--- src/rtl/button_pkg.sv ---
// Shared constants for the button conditioning front end: clock period,
// default debounce timing, and a width helper for the internal counters.
package button_pkg;

    localparam int CLK_PERIOD_NS          = 8;
    localparam int SAMPLE_CNT_MAX_DEFAULT = 62500;  // 500 us at 125 MHz
    localparam int PULSE_CNT_MAX_DEFAULT  = 200;    // 100 ms of stable samples

    // Bits needed to hold n_states distinct values; never less than one bit.
    function automatic int cnt_width(input int n_states);
        return (n_states > 1) ? $clog2(n_states) : 1;
    endfunction

    localparam int SAMPLE_CNT_W_DEFAULT = cnt_width(SAMPLE_CNT_MAX_DEFAULT);
    localparam int PULSE_CNT_W_DEFAULT  = cnt_width(PULSE_CNT_MAX_DEFAULT + 1);

endpackage

--- src/rtl/button_conditioner_synchronizer.sv ---
// Two-stage flop synchronizer for a bus of independent asynchronous bits.
// Each bit is synchronized on its own; no cross-bit coherency is implied.
module synchronizer
    import button_pkg::*;
#(
    parameter int WIDTH = 1
) (
    input  logic             clk,
    input  logic             rst_n,
    input  logic [WIDTH-1:0] d,
    output logic [WIDTH-1:0] q
);

    logic [WIDTH-1:0] meta;

    // First stage may go metastable; second stage gives it a full cycle to settle.
    always_ff @(posedge clk or negedge rst_n) begin
        if (!rst_n) begin
            meta <= '0;
            q    <= '0;
        end else begin
            meta <= d;
            q    <= meta;
        end
    end

endmodule

--- src/rtl/button_conditioner.sv ---
// Button conditioner: synchronizes raw button pins, debounces each bit with a
// saturating counter advanced by a shared free-running sample tick, and emits
// debounced levels plus single-cycle press pulses.
// Optional build macro BUTTON_CE_TOGGLE_EN: when defined, ce toggles on every
// press of bit 0 (run/pause); when undefined, ce follows btn_level[0].
module button_conditioner
    import button_pkg::*;
#(
    parameter int WIDTH          = 4,
    parameter int SAMPLE_CNT_MAX = SAMPLE_CNT_MAX_DEFAULT,
    parameter int PULSE_CNT_MAX  = PULSE_CNT_MAX_DEFAULT
) (
    input  logic             clk,
    input  logic             rst_n,
    input  logic [WIDTH-1:0] btn_in,
    output logic [WIDTH-1:0] btn_level,
    output logic [WIDTH-1:0] btn_pulse,
    output logic             ce
);

    localparam int SW = cnt_width(SAMPLE_CNT_MAX);
    localparam int PW = cnt_width(PULSE_CNT_MAX + 1);
    localparam logic [SW-1:0] SAMPLE_LAST = SW'(SAMPLE_CNT_MAX - 1);
    localparam logic [PW-1:0] PULSE_FULL  = PW'(PULSE_CNT_MAX);

    logic [WIDTH-1:0] sync;
    logic [SW-1:0]    sample_cnt;
    logic             sample_tick;
    logic [PW-1:0]    deb_cnt [WIDTH];
    logic [WIDTH-1:0] level_next;

    synchronizer #(
        .WIDTH (WIDTH)
    ) u_sync (
        .clk   (clk),
        .rst_n (rst_n),
        .d     (btn_in),
        .q     (sync)
    );

    // The tick marks the last count of each sample period.
    assign sample_tick = (sample_cnt == SAMPLE_LAST);

    // Free-running sample divider shared by every bit; button state never stalls it.
    always_ff @(posedge clk or negedge rst_n) begin
        if (!rst_n) begin
            sample_cnt <= '0;
        end else if (sample_tick) begin
            sample_cnt <= '0;
        end else begin
            sample_cnt <= sample_cnt + SW'(1);
        end
    end

    // Per-bit debounce: any low sample clears immediately, high samples count
    // ticks up to saturation so a long hold never wraps into a second press.
    always_ff @(posedge clk or negedge rst_n) begin
        if (!rst_n) begin
            for (int i = 0; i < WIDTH; i++) begin
                deb_cnt[i] <= '0;
            end
        end else begin
            for (int i = 0; i < WIDTH; i++) begin
                if (!sync[i]) begin
                    deb_cnt[i] <= '0;
                end else if (sample_tick && (deb_cnt[i] < PULSE_FULL)) begin
                    deb_cnt[i] <= deb_cnt[i] + PW'(1);
                end
            end
        end
    end

    // A bit is considered pressed once its counter has saturated.
    always_comb begin
        level_next = '0;
        for (int i = 0; i < WIDTH; i++) begin
            level_next[i] = (deb_cnt[i] == PULSE_FULL);
        end
    end

    // Level and rising-edge registers update together, so a pulse lines up
    // with the first cycle of its level.
    always_ff @(posedge clk or negedge rst_n) begin
        if (!rst_n) begin
            btn_level <= '0;
            btn_pulse <= '0;
        end else begin
            btn_level <= level_next;
            btn_pulse <= level_next & ~btn_level;
        end
    end

`ifdef BUTTON_CE_TOGGLE_EN
    logic ce_q;

    // Each press of bit 0 flips the downstream counter between running and paused.
    always_ff @(posedge clk or negedge rst_n) begin
        if (!rst_n) begin
            ce_q <= 1'b0;
        end else if (btn_pulse[0]) begin
            ce_q <= ~ce_q;
        end
    end

    assign ce = ce_q;
`else
    // Counter runs only while bit 0 is held down.
    assign ce = btn_level[0];
`endif

endmodule

--- config.mk ---
export PLATFORM = sky130hd
export DESIGN_NAME = button_conditioner
export DESIGN_NICKNAME = d
export VERILOG_FILES = /design/src/rtl/button_pkg.sv /design/src/rtl/button_conditioner_synchronizer.sv /design/src/rtl/button_conditioner.sv
export SDC_FILE = /design/constraint.sdc
export NUM_CORES = 1
export LEC_CHECK = 0
export BUFFER_PORTS_ARGS = -buffer_cell sky130_fd_sc_hd__buf_2
export CORE_ASPECT_RATIO = 1.5
export CORE_MARGIN = 10
export CORE_UTILIZATION = 54
export DETAILED_ROUTE_END_ITERATION = 10
export HOLD_SLACK_MARGIN = 0.08
export PLACE_DENSITY_LB_ADDON = 0.2
export SKIP_LAST_GASP = 1
export SLEW_MARGIN = 15
export SYNTH_ARGS = -nofsm -noshare
export SYNTH_HDL_FRONTEND = slang
export SYNTH_SLANG_ARGS = --single-unit
--- constraint.sdc ---
create_clock -name clk -period 3.5 [get_ports clk]
set_input_delay 0.175 -clock clk [delete_from_list [all_inputs] [get_ports clk]]
set_output_delay 0.175 -clock clk [all_outputs]
set_load 0.005 [all_outputs]
==> reports/summary.txt, run 1 <==
DIE AREA: 0.009164 sq mm
Post-DP Area: 0.003207 sq mm
Avg WL per Cell: 14.67 um
Tmin final: 2.327 ns
Post-Syn Instances: 302
Row count: 33
Worst VDD drop: 0.3522 mV
Worst Skew: 0.009361 ns
Max Cap Viol: 0
First-pass GRT wire length: 10350 um
Final max-slew violation count: 0
RSZ-0062 raised after global routing: no
Fill count: 448
Via density: 5.852
Area delta synth->final: 12.31%
Critical Path Max Stage Delay: 0.46 ns
Most common cell after layout, fill and taps aside: dfrtp_1
Worst-margin pin slew: 0.9090 ns
Final Hold Fails: 0
Iter 0 DRT Violations: 109
GPL Wtd Cong: 0.8447
I/O Buffers: 14
Final wirelength: 5838 um
Most frequent cells in the layout: 64 x dfrtp_1, 27 x nand2_1, 19 x nand3_1, 18 x nor2_1
Fraction of registers with async set/reset: 100.0%
CTS tree: yes
Cell Area, Synth: 0.003070 sq mm
Critical path capture point type: flop
Fin nets: 339
Clock Sinks: 64
Remaining antenna violation count: 0
Reg area: 0.001602 sq mm
Initial antenna violation count: 0
First-pass detailed-route iteration total: 5
Max FO, Critical Path: 35
Fin crit share: 66.48%
WS Path Type: flop to flop
Utilization after layout: 62.79%
Largest net degree at the start of global routing: 41
R2R Setup Slk: 1.17 ns
# diodes: 0
Compound-Gate Fraction of Synth Area: 11.17%
CP Data Required Time: 3.75 ns
Seq cells post-synth: 64
Detailed-route via count: 2329
Final setup TNS: 0 ns
Simple-gate share of the synthesized area: 23.92%
Starting Density: 55.91%
Post-CTS Setup Inserts: 0
DRC: 0
Register area share after synthesis: 52.16%
Resize count post-CTS: 0
Largest family of logic cells by synthesized area: simple AND/OR/NAND/NOR gates
Grt total ovfl: 0
Fraction of synthesized area in multiplexers: 2.282%
Clock share of power: 43.6%
Worst r2r src: sample_cnt[0]
Ys Warns: 0
CP startpoint kind: flop
Adder-cell area share of the yosys netlist: 3.667%
Synth Area in XOR/XNOR: 3.138%
I/O Pins: 15
Most used flip-flop cell after synthesis: dfrtp_1
Sw Pwr: 0.2943 mW
Yosys cell types: 38
Status: finished clean
Area of the multi-input gates: 0.001356 sq mm
Worst-Skew Late Latency: 0.34 ns
Smallest hold slack: 0.3439 ns
Sw Ratio: 21.39%
Total CTS buffers: 9
Slowest-stage cell, CP: or4_1
EDFF count, synth: 0
Critical path, cell by cell: ha_1 -> and4_1 -> nand4_2 -> buf_12 -> or4_1 -> a21boi_0
Share of cells above drive strength 1: 11.28%
Seq pwr share: 54.4%
DP Wirelength: 4014 um
Mean Syn Cell Area: 10.17 sq um
PwrDens: 398.9 mW/mm^2
Clk slew on worst S/H paths: 0.06 ns
Number of global-route vias before repair: 2294
# H-tree levels: 3
Launch point of the worst path: sample_cnt[0]
CTS Buffer Depth: 2
Die Height: 112.4 um
Min-delay worst type: flop to flop
Clock root buffer: clkbuf_8
Max-slew headroom: 39.40%
Leak: 1.428 nW
Min-delay src: u_sync.meta[3]
Internal power: 1.081 mW
Syn_nets: 317
Combinational share of power: 2.0%
Core area: 0.005492 sq mm
Fmax achieved: 429.8 MHz
Tot GR Track Use: 14.01%
Post-route cell area: 0.003448 sq mm
Critical Path AT: 2.58 ns
Setup violators final: 0
Floorplan die width: 81.57 um
[state kept, by name, summed over array words and instances (netlist names)]
register     cells
u_sync.q         4
deb_cnt         32
sample_cnt      16
btn_level        4
u_sync.meta      4
btn_pulse        4
[synth_stat cells, types with 2 or more instances]
cell / n / share of area, %
or2_2: 3 / 0.61
nor2_1: 18 / 2.2
a41oi_1: 2 / 0.57
nor2b_1: 5 / 1.0
and4_1: 2 / 0.57
nand2_1: 27 / 3.3
ha_1: 9 / 3.7
clkbuf_1: 8 / 0.98
nand2b_1: 3 / 0.61
inv_1: 17 / 2.1
nand3b_1: 4 / 0.98
o41ai_1: 4 / 1.1
o311ai_0: 4 / 1.1
xnor2_1: 8 / 2.3
o31ai_1: 13 / 3.2
nand3_1: 19 / 3.1
o21a_1: 2 / 0.49
a21oi_1: 17 / 2.8
and3_1: 4 / 0.81
and2_1: 2 / 0.41
nand4_1: 7 / 1.4
dfrtp_1: 64 / 52
or3_1: 6 / 1.2
o21ai_0: 7 / 1.1
nor4_1: 5 / 1.0
or4_1: 11 / 2.7
xor2_1: 3 / 0.86
mux2i_1: 7 / 2.3
nor3_1: 11 / 1.8
o211ai_1: 2 / 0.49
[final timing paths]
check	endpoint	cells past startpoint
worst min-delay path	u_sync.q[3]	0
min in group asynchronous	deb_cnt[29]	2
max in group asynchronous	sample_cnt[14]	3
worst max-delay path	deb_cnt[18]	6
worst min register to register	u_sync.q[3]	0
worst max register to register	deb_cnt[18]	6
[power by group through the flow]
| stage | Sequential [mW] | Clock [mW] | Combinational (mW) |
|---|---|---|---|
| floorplan | 0.761 | 0 | 0.00556 |
| global placement | 0.762 | 0 | 0.0241 |
| detailed placement | 0.763 | 0 | 0.0244 |
| CTS | 0.749 | 0.614 | 0.0286 |
| global route | 0.749 | 0.653 | 0.0320 |
| finish | 0.749 | 0.599 | 0.0274 |
[layout make-up]
cell class,instances,area share (%)
inverters,17,1.851
repair buffers,21,4.282
clock inverters,2,0.3628
multi-input cells,211,39.33
clock buffers,13,5.189
flip-flops and latches,64,46.44
well taps,70,2.540
[metrics by stage]
stage	std cells	total power, mW	setup WS [ns]
floorplan	302	0.7664	1.678
global placement	378	0.7865	1.262
detailed placement	378	0.7870	1.149
CTS	398	1.391	1.150
global route	398	1.434	0.9928
finish	398	1.376	1.173
[layer usage]
layer / up-vias / routed length (um) / track usage (%) / share of wire (%)
li1: 1140 / - / - / -
met1: 1144 / 2542 / 16.58 / 44
met2: 30 / 2955 / 22.47 / 51
met3: 15 / 169 / 3.115 / 2.9
met4: 0 / 171 / 8.087 / 2.9
met5: - / 0 / 0 / 0
[worst max-delay path, delay by kind of cell, from the launching register on]
family | cells | cell delay (ns)
AND/OR/NAND/NOR | 3 | 1.05
flip-flops | 1 | 0.40
buffers and inverters | 1 | 0.32
adder cells (fa/ha/maj) | 1 | 0.28
AO/OA/AOI/OAI | 1 | 0.18
[what timing repair did]
action,in CTS,in global routing
endpoints found under the hold margin,43,0
endpoints found under the setup margin,0,0
hold buffers,5,0
[cell families (layout without fill, tap and decap cells)]
| group | count (synthesis) | after routing |
|---|---|---|
| AOI/OAI and AO/OA | 52 | 52 |
| xor gates and xnor gates | 11 | 11 |
| adders and majority gates | 9 | 9 |
| buffers and inverters | 27 | 53 |
| DFF | 64 | 64 |
| muxes | 7 | 7 |
| and+or+nand+nor | 132 | 132 |
(Power assumes the default switching activity.)
==> run 2: changes to the inputs <==
Settings changed: ABC_AREA set to 1.
Clock period 3.5 ns to 2 ns, I/O delays scaled along.
==> run 2 against run 1 <==
Largest cell class is now multi-input combinational cells. Routed wire length grew 25%. First-iteration DRC count grew 15%. Via count grew 36%. Synthesized cell count grew 62%. Hold slack lost 0.098 ns. Design area grew 17%. Final cell count grew 50%. Worst setup slack lost 0.69 ns. Sequential power grew 76%.
==> reports/summary.txt, run 2 <==
# diodes: 0 (unchanged)
Utilization after layout: 61.93% (-0.86 points)
Max reg flops: 32 (unchanged)
Initial antenna violation count: 0 (unchanged)
Adder-cell area share of the yosys netlist: 3.076% (-0.59 points)
CP top delay family: simple AND/OR/NAND/NOR gates
I/O Buffers: 14 (unchanged)
Row count: 36 (+9.1%)
Most common cell after layout, fill and taps aside: nand2_1
Tot GR Track Use: 15.24% (+1.2 points)
Final Hold Fails: 0 (unchanged)
Worst r2r src: sample_cnt[0]
PwrDens: 592.2 mW/mm^2 (+48%)
Slowest-stage cell, CP: dfrtp_1
RSZ-0062 raised after global routing: no
Fin cells: 596 (+50%)
Most used flip-flop cell after synthesis: dfrtp_1
Most frequent cells in the layout: 143 x nand2_1, 67 x nor2_1, 64 x dfrtp_1, 56 x inv_1, 53 x nand3_1
Clock Sinks: 64 (unchanged)
Critical path capture point type: flop
Worst-Skew Late Latency: 0.35 ns (about the same)
Share of cells above drive strength 1: 11.15% (-0.13 points)
Starting Density: 56.05% (+0.14 points)
Via density: 5.312 (-9.2%)
Floorplan die width: 87.23 um (+6.9%)
Simple-gate share of the synthesized area: 40.60% (+17 points)
Fin crit share: 75.76% (+9.3 points)
Reg2reg path depth: 7 (+1)
Die Height: 120.8 um (+7.6%)
Core area: 0.006531 sq mm (+19%)
Critical Path Max Stage Delay: 0.37 ns (-0.09 ns)
Detailed-route via count: 3166 (+36%)
Min-delay worst type: input pin to async pin
Largest family of logic cells by synthesized area: simple AND/OR/NAND/NOR gates
Worst Skew: 0.007829 ns (-0.001532 ns)
EDFF count, synth: 0 (unchanged)
Biggest register: deb_cnt
Worst-margin pin slew: 0.4983 ns (-0.4107 ns)
Resize count post-CTS: 0 (unchanged)
Total CTS buffers: 9 (unchanged)
Critical Path AT: 1.80 ns (-0.78 ns)
I/O Pins: 15 (unchanged)
Number of global-route vias before repair: 3176 (+38%)
Setup violators final: 0 (unchanged)
Syn_nets: 505 (+59%)
Worst VDD drop: 0.4705 mV (+34%)
Remaining antenna violation count: 0 (unchanged)
CP startpoint kind: flop
Final max-slew violation count: 0 (unchanged)
Ys Warns: 0 (unchanged)
First-pass detailed-route iteration total: 4 (-1)
Avg WL per Cell: 12.28 um (-16%)
Final wirelength: 7317 um (+25%)
Area delta synth->final: 10.49%
Post-Syn Instances: 490 (+62%)
Critical path, cell by cell: ha_1 -> nand2_2 -> nor2_1 -> nand2_1 -> nor2_4 -> nand4_1 -> nand2_1
# H-tree levels: 3 (unchanged)
CP Data Required Time: 2.29 ns (-1.46 ns)
Worst Path Buf+Inv: 0 (-1)
GPL Wtd Cong: 0.9034 (+6.9%)
Post-CTS Setup Inserts: 0 (unchanged)
DP Cell Count: 575 (+52%)
Status: finished clean
Register area share after synthesis: 43.75% (-8.4 points)
Biggest regs: deb_cnt (32), sample_cnt (16)
CTS tree: yes
Iter 0 DRT Violations: 125 (+15%)
Max FO, Critical Path: 14 (-60%)
Most instantiated cells after synthesis: 143 x nand2_1, 67 x nor2_1, 64 x dfrtp_1, 56 x inv_1, 53 x nand3_1
Final setup margin: 0.4847 ns (-0.6886 ns)
Clock root buffer: clkbuf_8
Fraction of registers with async set/reset: 100.0% (unchanged)
Cell mode on critical path: nand2_1
Synth top area cells: dfrtp_1 44%, nand2_1 15%, nand3_1 7.2%
DIE AREA: 0.01054 sq mm (+15%)
Seq cells post-synth: 64 (unchanged)
DP Wirelength: 5431 um (+35%)
Fin nets: 530 (+56%)
CTS Buffer Depth: 2 (unchanged)
Final setup TNS: 0 ns (unchanged)
Largest net degree at the start of global routing: 44 (+7.3%)
Leak: 2.170 nW (+52%)
Yosys cell types: 27 (-29%)
Top cell type by total area after synthesis: dfrtp_1
Count leader, synth: nand2_1
Fmax achieved: 659.9 MHz (+54%)
First-pass GRT wire length: 13230 um (+28%)
Tot Pwr: 2.396 mW (+74%)
Worst slack, placed: 0.5007 ns (-0.6480 ns)
Mean Syn Cell Area: 7.471 sq um (-27%)
Compound-Gate Fraction of Synth Area: 3.554% (-7.6 points)
R2R Setup Slk: 0.48 ns (-0.69 ns)
Max-slew headroom: 66.78% (+27 points)
Cell Area, Synth: 0.003661 sq mm (+19%)
Tmin final: 1.515 ns (-0.8114 ns)
Clk slew on worst S/H paths: 0.07 ns (about the same)
DRC: 0 (unchanged)
FF-to-FF End: deb_cnt[9]
WS Path Type: flop to flop
Fraction of synthesized area in multiplexers: 0% (-2.3 points)
Grt total ovfl: 0 (unchanged)
Max Cap Viol: 0 (unchanged)
Synth Area in XOR/XNOR: 1.435% (-1.7 points)
Yosys top cell area share: 43.75% (-8.4 points)
## run 2: cell types whose count changed in the layout (fill, tap and decap cells not counted), sizes merged, moves of 7 or more
| cell | previous run | this run |
|---|---|---|
| mux2i | 7 | 0 |
| nand3 | 19 | 57 |
| inv | 17 | 60 |
| or4 | 11 | 0 |
| a21oi | 17 | 9 |
| o21bai | 0 | 8 |
| xnor2 | 8 | 0 |
| o31ai | 13 | 0 |
| nand2 | 27 | 154 |
| nor2 | 18 | 74 |
| nand4 | 8 | 18 |
## run 2: worst max-delay path by stage
stage                        startpoint     endpoint  slack (ns)  depth (start not counted)
final                     sample_cnt[0]   deb_cnt[9]        0.48                          7
after CTS                 sample_cnt[0]   deb_cnt[9]        0.48                          7
after global routing      sample_cnt[0]   deb_cnt[9]        0.37                          7
after global placement    sample_cnt[0]  deb_cnt[13]        0.55                          8
after floorplan           sample_cnt[0]   deb_cnt[8]        0.66                          8
after detailed placement  sample_cnt[0]   deb_cnt[8]        0.50                          7
## run 2: worst reg2reg max path, delay by kind of cell, from the launching register on
family                   cells  cell delay, ns
adder cells (fa/ha/maj)      1            0.25
AND/OR/NAND/NOR              6            0.83
flip-flops                   1            0.37
## run 2: final cells by class
class | count | area [sq um]
fill | 579 | 2486
clock buffer | 13 | 168.9
multi-input combinational | 356 | 1782
timing repair buffer | 20 | 140.1
clock inverter | 3 | 15.01
inverter | 64 | 242.7
tap | 76 | 95.09
sequential | 64 | 1602
## run 2: layer usage
layer | global-route usage (%) | wire length, um | vias to the layer above
met5 | 0 | 0 | -
met3 | 2.823 | 253 | 12
met2 | 27.07 | 3821 | 57
li1 | - | - | 1606
met4 | 9.600 | 189 | 0
met1 | 15.82 | 3053 | 1491
## run 2: cell families (layout without fill, tap and decap cells)
| family | count (synthesis) | count (layout) |
|---|---|---|
| AO/OA/AOI/OAI | 22 | 22 |
| XOR/XNOR | 6 | 6 |
| adder cells (fa/ha/maj) | 9 | 9 |
| buffers and inverters | 70 | 100 |
| flip-flops | 64 | 64 |
| AND/OR/NAND/NOR | 319 | 319 |
## run 2: metrics by stage
| stage | hold WS, ns | area (sq um) |
|---|---|---|
| 2_1_floorplan | -0.1956 | 3661 |
| 3_3_place_gp | 0.1020 | 3811 |
| 3_5_place_dp | 0.09530 | 3811 |
| 4_1_cts | 0.2554 | 4045 |
| 5_1_grt | 0.2958 | 4045 |
| 6_report | 0.2460 | 4045 |
## run 2: timing repair
item                                   CTS  global route
setup endpoints to repair                0             0
endpoints found under the hold margin   25             0
hold buffers                             5             0
## run 2: where the power goes
part / total, mW / internal [mW] / switching, mW
clock: 1.02 / 0.545 / 0.477
sequential: 1.32 / 1.30 / 0.0169
combinational: 0.0542 / 0.0178 / 0.0364
total: 2.40 / 1.87 / 0.531
